===== config.mk =====
export PLATFORM = sky130hd
export DESIGN_NAME = rr_sel_arbiter4
export DESIGN_NICKNAME = d
export VERILOG_FILES = /design/src/rtl/rr_sel_pkg.sv /design/src/rtl/mux4_1.sv /design/src/rtl/rr_sel_arbiter4.sv
export SDC_FILE = /design/constraint.sdc
export NUM_CORES = 1
export LEC_CHECK = 0
export ABC_AREA = 1
export BUFFER_PORTS_ARGS = -buffer_cell sky130_fd_sc_hd__buf_2
export CAP_MARGIN = 15
export CORE_MARGIN = 2
export CORE_UTILIZATION = 47
export DETAILED_ROUTE_END_ITERATION = 8
export GPL_TIMING_DRIVEN = 1
export PLACE_DENSITY = 0.73
export SLEW_MARGIN = 40
export SYNTH_ARGS = -nofsm -noshare
export SYNTH_HDL_FRONTEND = slang
export SYNTH_SLANG_ARGS = --single-unit
export TNS_END_PERCENT = 5

===== constraint.sdc =====
create_clock -name clk -period 3.5 [get_ports clk]
set_clock_uncertainty 0.2 [all_clocks]
set_input_delay 0.175 -clock clk [delete_from_list [all_inputs] [get_ports clk]]
set_output_delay 0.175 -clock clk [all_outputs]
set_load 0.05 [all_outputs]

===== src/rtl/rr_sel_pkg.sv =====
// rtl/rr_sel_pkg.sv - shared types and round-robin pick helper for rr_sel_arbiter4
package rr_sel_pkg;

    localparam int NUM_CH = 4;

    typedef logic [1:0] ch_idx_t;

    typedef enum logic {
        BUF_EMPTY = 1'b0,
        BUF_FULL  = 1'b1
    } buf_state_t;

    // First requester scanning upward from ptr+1; the 2-bit index wraps 3 -> 0.
    function automatic ch_idx_t rr_pick(input logic [NUM_CH-1:0] req, input ch_idx_t ptr);
        ch_idx_t idx;
        logic    found;
        rr_pick = '0;
        found   = 1'b0;
        for (int i = 1; i <= NUM_CH; i++) begin
            idx = ptr + ch_idx_t'(i);
            if (!found && req[idx]) begin
                rr_pick = idx;
                found   = 1'b1;
            end
        end
    endfunction

endpackage


===== src/rtl/mux4_1.sv =====
// rtl/mux4_1.sv - single-bit 4:1 multiplexer
module mux4_1 (
    input  logic       d0,
    input  logic       d1,
    input  logic       d2,
    input  logic       d3,
    input  logic [1:0] sel,
    output logic       y
);

    always_comb begin
        y = d0;
        case (sel)
            2'd0: y = d0;
            2'd1: y = d1;
            2'd2: y = d2;
            2'd3: y = d3;
        endcase
    end

endmodule


===== src/rtl/rr_sel_arbiter4.sv =====
// rtl/rr_sel_arbiter4.sv - 4-source round-robin arbiter feeding a 4:1 select into a one-entry output buffer
// Optional burst lock input enabled by macro ARB_LOCK_EN.
module rr_sel_arbiter4
    import rr_sel_pkg::*;
#(
    parameter int DW = 1
) (
    input  logic              clk,
    input  logic              rst_n,
    input  logic [NUM_CH-1:0] req,
    input  logic [DW-1:0]     din0,
    input  logic [DW-1:0]     din1,
    input  logic [DW-1:0]     din2,
    input  logic [DW-1:0]     din3,
`ifdef ARB_LOCK_EN
    input  logic              lock,
`endif
    output logic [NUM_CH-1:0] gnt,
    output ch_idx_t           sel,
    output logic              out_valid,
    output logic [DW-1:0]     out_data,
    output ch_idx_t           out_ch,
    input  logic              out_ready
);

    buf_state_t    state;
    ch_idx_t       ptr;
    ch_idx_t       winner;
    logic          accept;
    logic [DW-1:0] mux_out;

    for (genvar i = 0; i < DW; i++) begin : g_mux
        mux4_1 u_mux (
            .d0  (din0[i]),
            .d1  (din1[i]),
            .d2  (din2[i]),
            .d3  (din3[i]),
            .sel (sel),
            .y   (mux_out[i])
        );
    end

    always_comb begin
        winner = rr_pick(req, ptr);
`ifdef ARB_LOCK_EN
        // A locked burst keeps the last winner as long as it still requests.
        if (lock && req[ptr]) begin
            winner = ptr;
        end
`else
`endif
        accept = (|req) && ((state == BUF_EMPTY) || out_ready);
        gnt    = '0;
        sel    = '0;
        if (accept && rst_n) begin
            gnt[winner] = 1'b1;
            sel         = winner;
        end
    end

    always_ff @(posedge clk or negedge rst_n) begin
        if (!rst_n) begin
            state    <= BUF_EMPTY;
            ptr      <= ch_idx_t'(NUM_CH - 1);
            out_data <= '0;
            out_ch   <= '0;
        end else if (accept) begin
            state    <= BUF_FULL;
            out_data <= mux_out;
            out_ch   <= winner;
            ptr      <= winner;
        end else if ((state == BUF_FULL) && out_ready) begin
            state    <= BUF_EMPTY;
        end
    end

    assign out_valid = (state == BUF_FULL);

endmodule

==> flow_metrics.py <==
metrics = {
    "critical_path": {
        "criticalPathCategory": "flip-flop to output port",
        "cp.arrival_ps": 2230,
        "required_ps": 3120,
        "reg2reg_depth": 13,
        "start_kind": "flip-flop",
        "endpoint_kind": "output port",
        "crit_fanout": 11,
    },
    "synth": {
        "synth.avg_cell_area_um2": 6.70,
        "synthDistinctLibCells": 20,
        "synth-seq-cells": 6,
        "yosys_warnings": 0,
        "yosysSeqAreaShare_pct": 22.6,
        "synth_area_um2": 677,
        "synth_nets": 112,
        "synth_cells": 101,
    },
    "timing": {
        "hold_ws_ps": 72.5,
        "fin_crit_ps": 2600,
        "hold_violations": 0,
        "fmax_mhz": 385,
        "worst_pin_slew_ps": 257,
        "period_share_pct": 74.3,
        "rsz0062_at_grt": "false",
        "final-max-slew-violation-count": 0,
        "slew_headroom_pct": 83.0,
        "setup_viol": 0,
        "tns_ps": 0,
    },
    "cells_and_area": {
        "antenna_cells": 0,
        "fin_util_pct": 62.8,
        "finish.net_count": 138,
        "syn2layout_area_growth_pct": 22.2,
        "drive_gt1_share_pct": 40.8,
        "fillers": 129,
    },
    "placed_design": {
        "dpl.hpwl_um": 1200,
        "gp_congestion": 0.863,
        "portBuffers": 20,
    },
    "clock_network": {
        "numCtsBuffers": 3,
        "clk_latency_ps": 240,
        "postCtsHoldBufs": 2,
        "cts_root_buf": "clkbuf_4",
        "cts.sinks": 6,
        "htreeDepth": 1,
        "cts_tree": "done",
        "clk_transition_reported_paths_ps": 50,
        "postCtsResizedCells": 0,
        "post_cts_buffers": 0,
        "clock_path_buffers": 2,
    },
    "drt": {
        "wl_per_cell_um": 10.5,
        "drtIter0Drc": 16,
        "ant_nets": 0,
        "vias": 676,
        "remaining_drc_errors": 0,
        "wirelength_um": 1470,
        "vias_per_cell": 4.83,
        "drt_first_pass_iters": 3,
    },
    "power": {
        "p_switching_uw": 612,
        "intPower_uw": 368,
        "combPwrFrac_pct": 78.3,
        "peakVddDrop_v": 0.000656,
        "power_frac_clock_pct": 6.5,
        "sw_frac_of_total_pct": 62.4,
        "p_leak_nw": 0.501,
        "seqPwrFrac_pct": 15.2,
        "power_density_nw_per_um2": 1190,
    },
    "grt": {
        "grt_max_degree": 12,
        "grt_usage_pct": 18.7,
        "grt_pass1_vias": 645,
        "overflow": 0,
        "grt_first_pass_wirelength_um": 2640,
        "antenna_found_initial": 0,
    },
    "floorplanning": {
        "ios": 21,
        "die_y_um": 42.0,
        "core_area_um2": 1320,
        "rows": 13,
        "dieArea_um2": 1760,
        "start_util_pct": 51.4,
        "dieWidth_um": 42.0,
    },
    "min_path": {
        "hold_class": "primary input to flip-flop",
        "hold-path-cell-count": 5,
    },
    "run_status": {
        "status": "complete, no violations",
    },
    "flow_run": {
        "max_cap_violations": 0,
    },
}
## routing by layer
metal / up-vias / track usage (%) / wire length [um]
li1: 364 / - / -
met1: 298 / 24.8 / 710
met2: 10 / 30.0 / 709
met3: 4 / 1.30 / 20
met4: 0 / 9.68 / 24
met5: - / 0 / 0
## sequential cells by signal, summed over array words and instances (netlist names)
signal and cells:
out_ch 2, ptr 2, out_data 1, out_valid 1
## placed cells by master, fill, tap and decap left out, drive strengths merged
master        n
buf          20
o21ai         3
nand2        55
nor2          5
nand3b        1
nand4         4
dlygate4sd3   2
clkbuf        3
dfrtp         4
nor3          1
o21bai        1
inv          13
nand3        10
dfstp         2
a21oi         1
## cells by family after synthesis
| family | Yosys count | synth area share (%) |
|---|---|---|
| simple gates | 76 | 61.7 |
| compound gates | 5 | 6.84 |
| buf+inv | 14 | 8.87 |
| flops | 6 | 22.6 |
## path summary, 6_finish.rpt
check / slack [ps] / end / start
worst min-delay path: 70 / out_data$_DFFE_PN0N_ / din3
min in group asynchronous: 80 / out_data$_DFFE_PN0N_ / rst_n
worst max register to register: 1330 / out_data$_DFFE_PN0N_ / ptr[0]$_DFFE_PN1N_
max in group asynchronous: 2790 / ptr[0]$_DFFE_PN1N_ / rst_n
worst max-delay path: 900 / gnt[0] / ptr[0]$_DFFE_PN1N_
worst min register to register: 280 / out_ch[0]$_DFFE_PN0N_ / out_ch[0]$_DFFE_PN0N_
## synthesized netlist by cell type, drive strengths merged
master	n	area (um^2)
buf	1	11.3
nor2	5	35.0
nand3	10	55.1
nand3b	1	7.51
nand2	55	284
a21oi	1	8.76
nor3	1	5.00
dfrtp	4	100
o21ai	3	26.3
inv	13	48.8
o21bai	1	11.3
nand4	4	31.3
dfstp	2	52.6
## metrics by stage
step                      power [mW]  setup WS, ps  instances  instance area (um^2)
after floorplan                0.798           745        101                   677
after global placement         0.905          1200        135                   785
after detailed placement       0.916          1150        135                   785
after CTS                      0.985           890        140                   827
after global routing            1.06           708        140                   827
final                          0.980           899        140                   827
## area by class of cell
| type | count | area, um^2 | share of cell area, % |
|---|---|---|---|
| Tap cell | 15 | 18.8 | 2.27 |
| Clock buffer | 3 | 22.5 | 2.72 |
| Timing Repair Buffer | 22 | 120 | 14.5 |
| Sequential cell | 6 | 153 | 18.5 |
| Inverter | 13 | 48.8 | 5.90 |
| Multi-Input combinational cell | 81 | 464 | 56.1 |
## power by group through the flow
stage | registers (mW) | logic [mW] | clock network, mW
after floorplan | 0.194 | 0.604 | 0
after global placement | 0.147 | 0.758 | 0
after detailed placement | 0.149 | 0.767 | 0
after CTS | 0.149 | 0.770 | 0.0659
after global routing | 0.154 | 0.840 | 0.0667
final | 0.149 | 0.767 | 0.0638
## worst max-delay path: stages (launching register included)
cell	delay, ps
dfstp_2	660
inv_2	110
nand2_1	100
nand2_2	60
nand2_1	100
nand2_4	80
nor2_8	130
nand4_1	120
nand2_2	130
inv_2	60
nor3_1	130
buf_2	300
No activity file was read; power rests on OpenSTA's default activity.
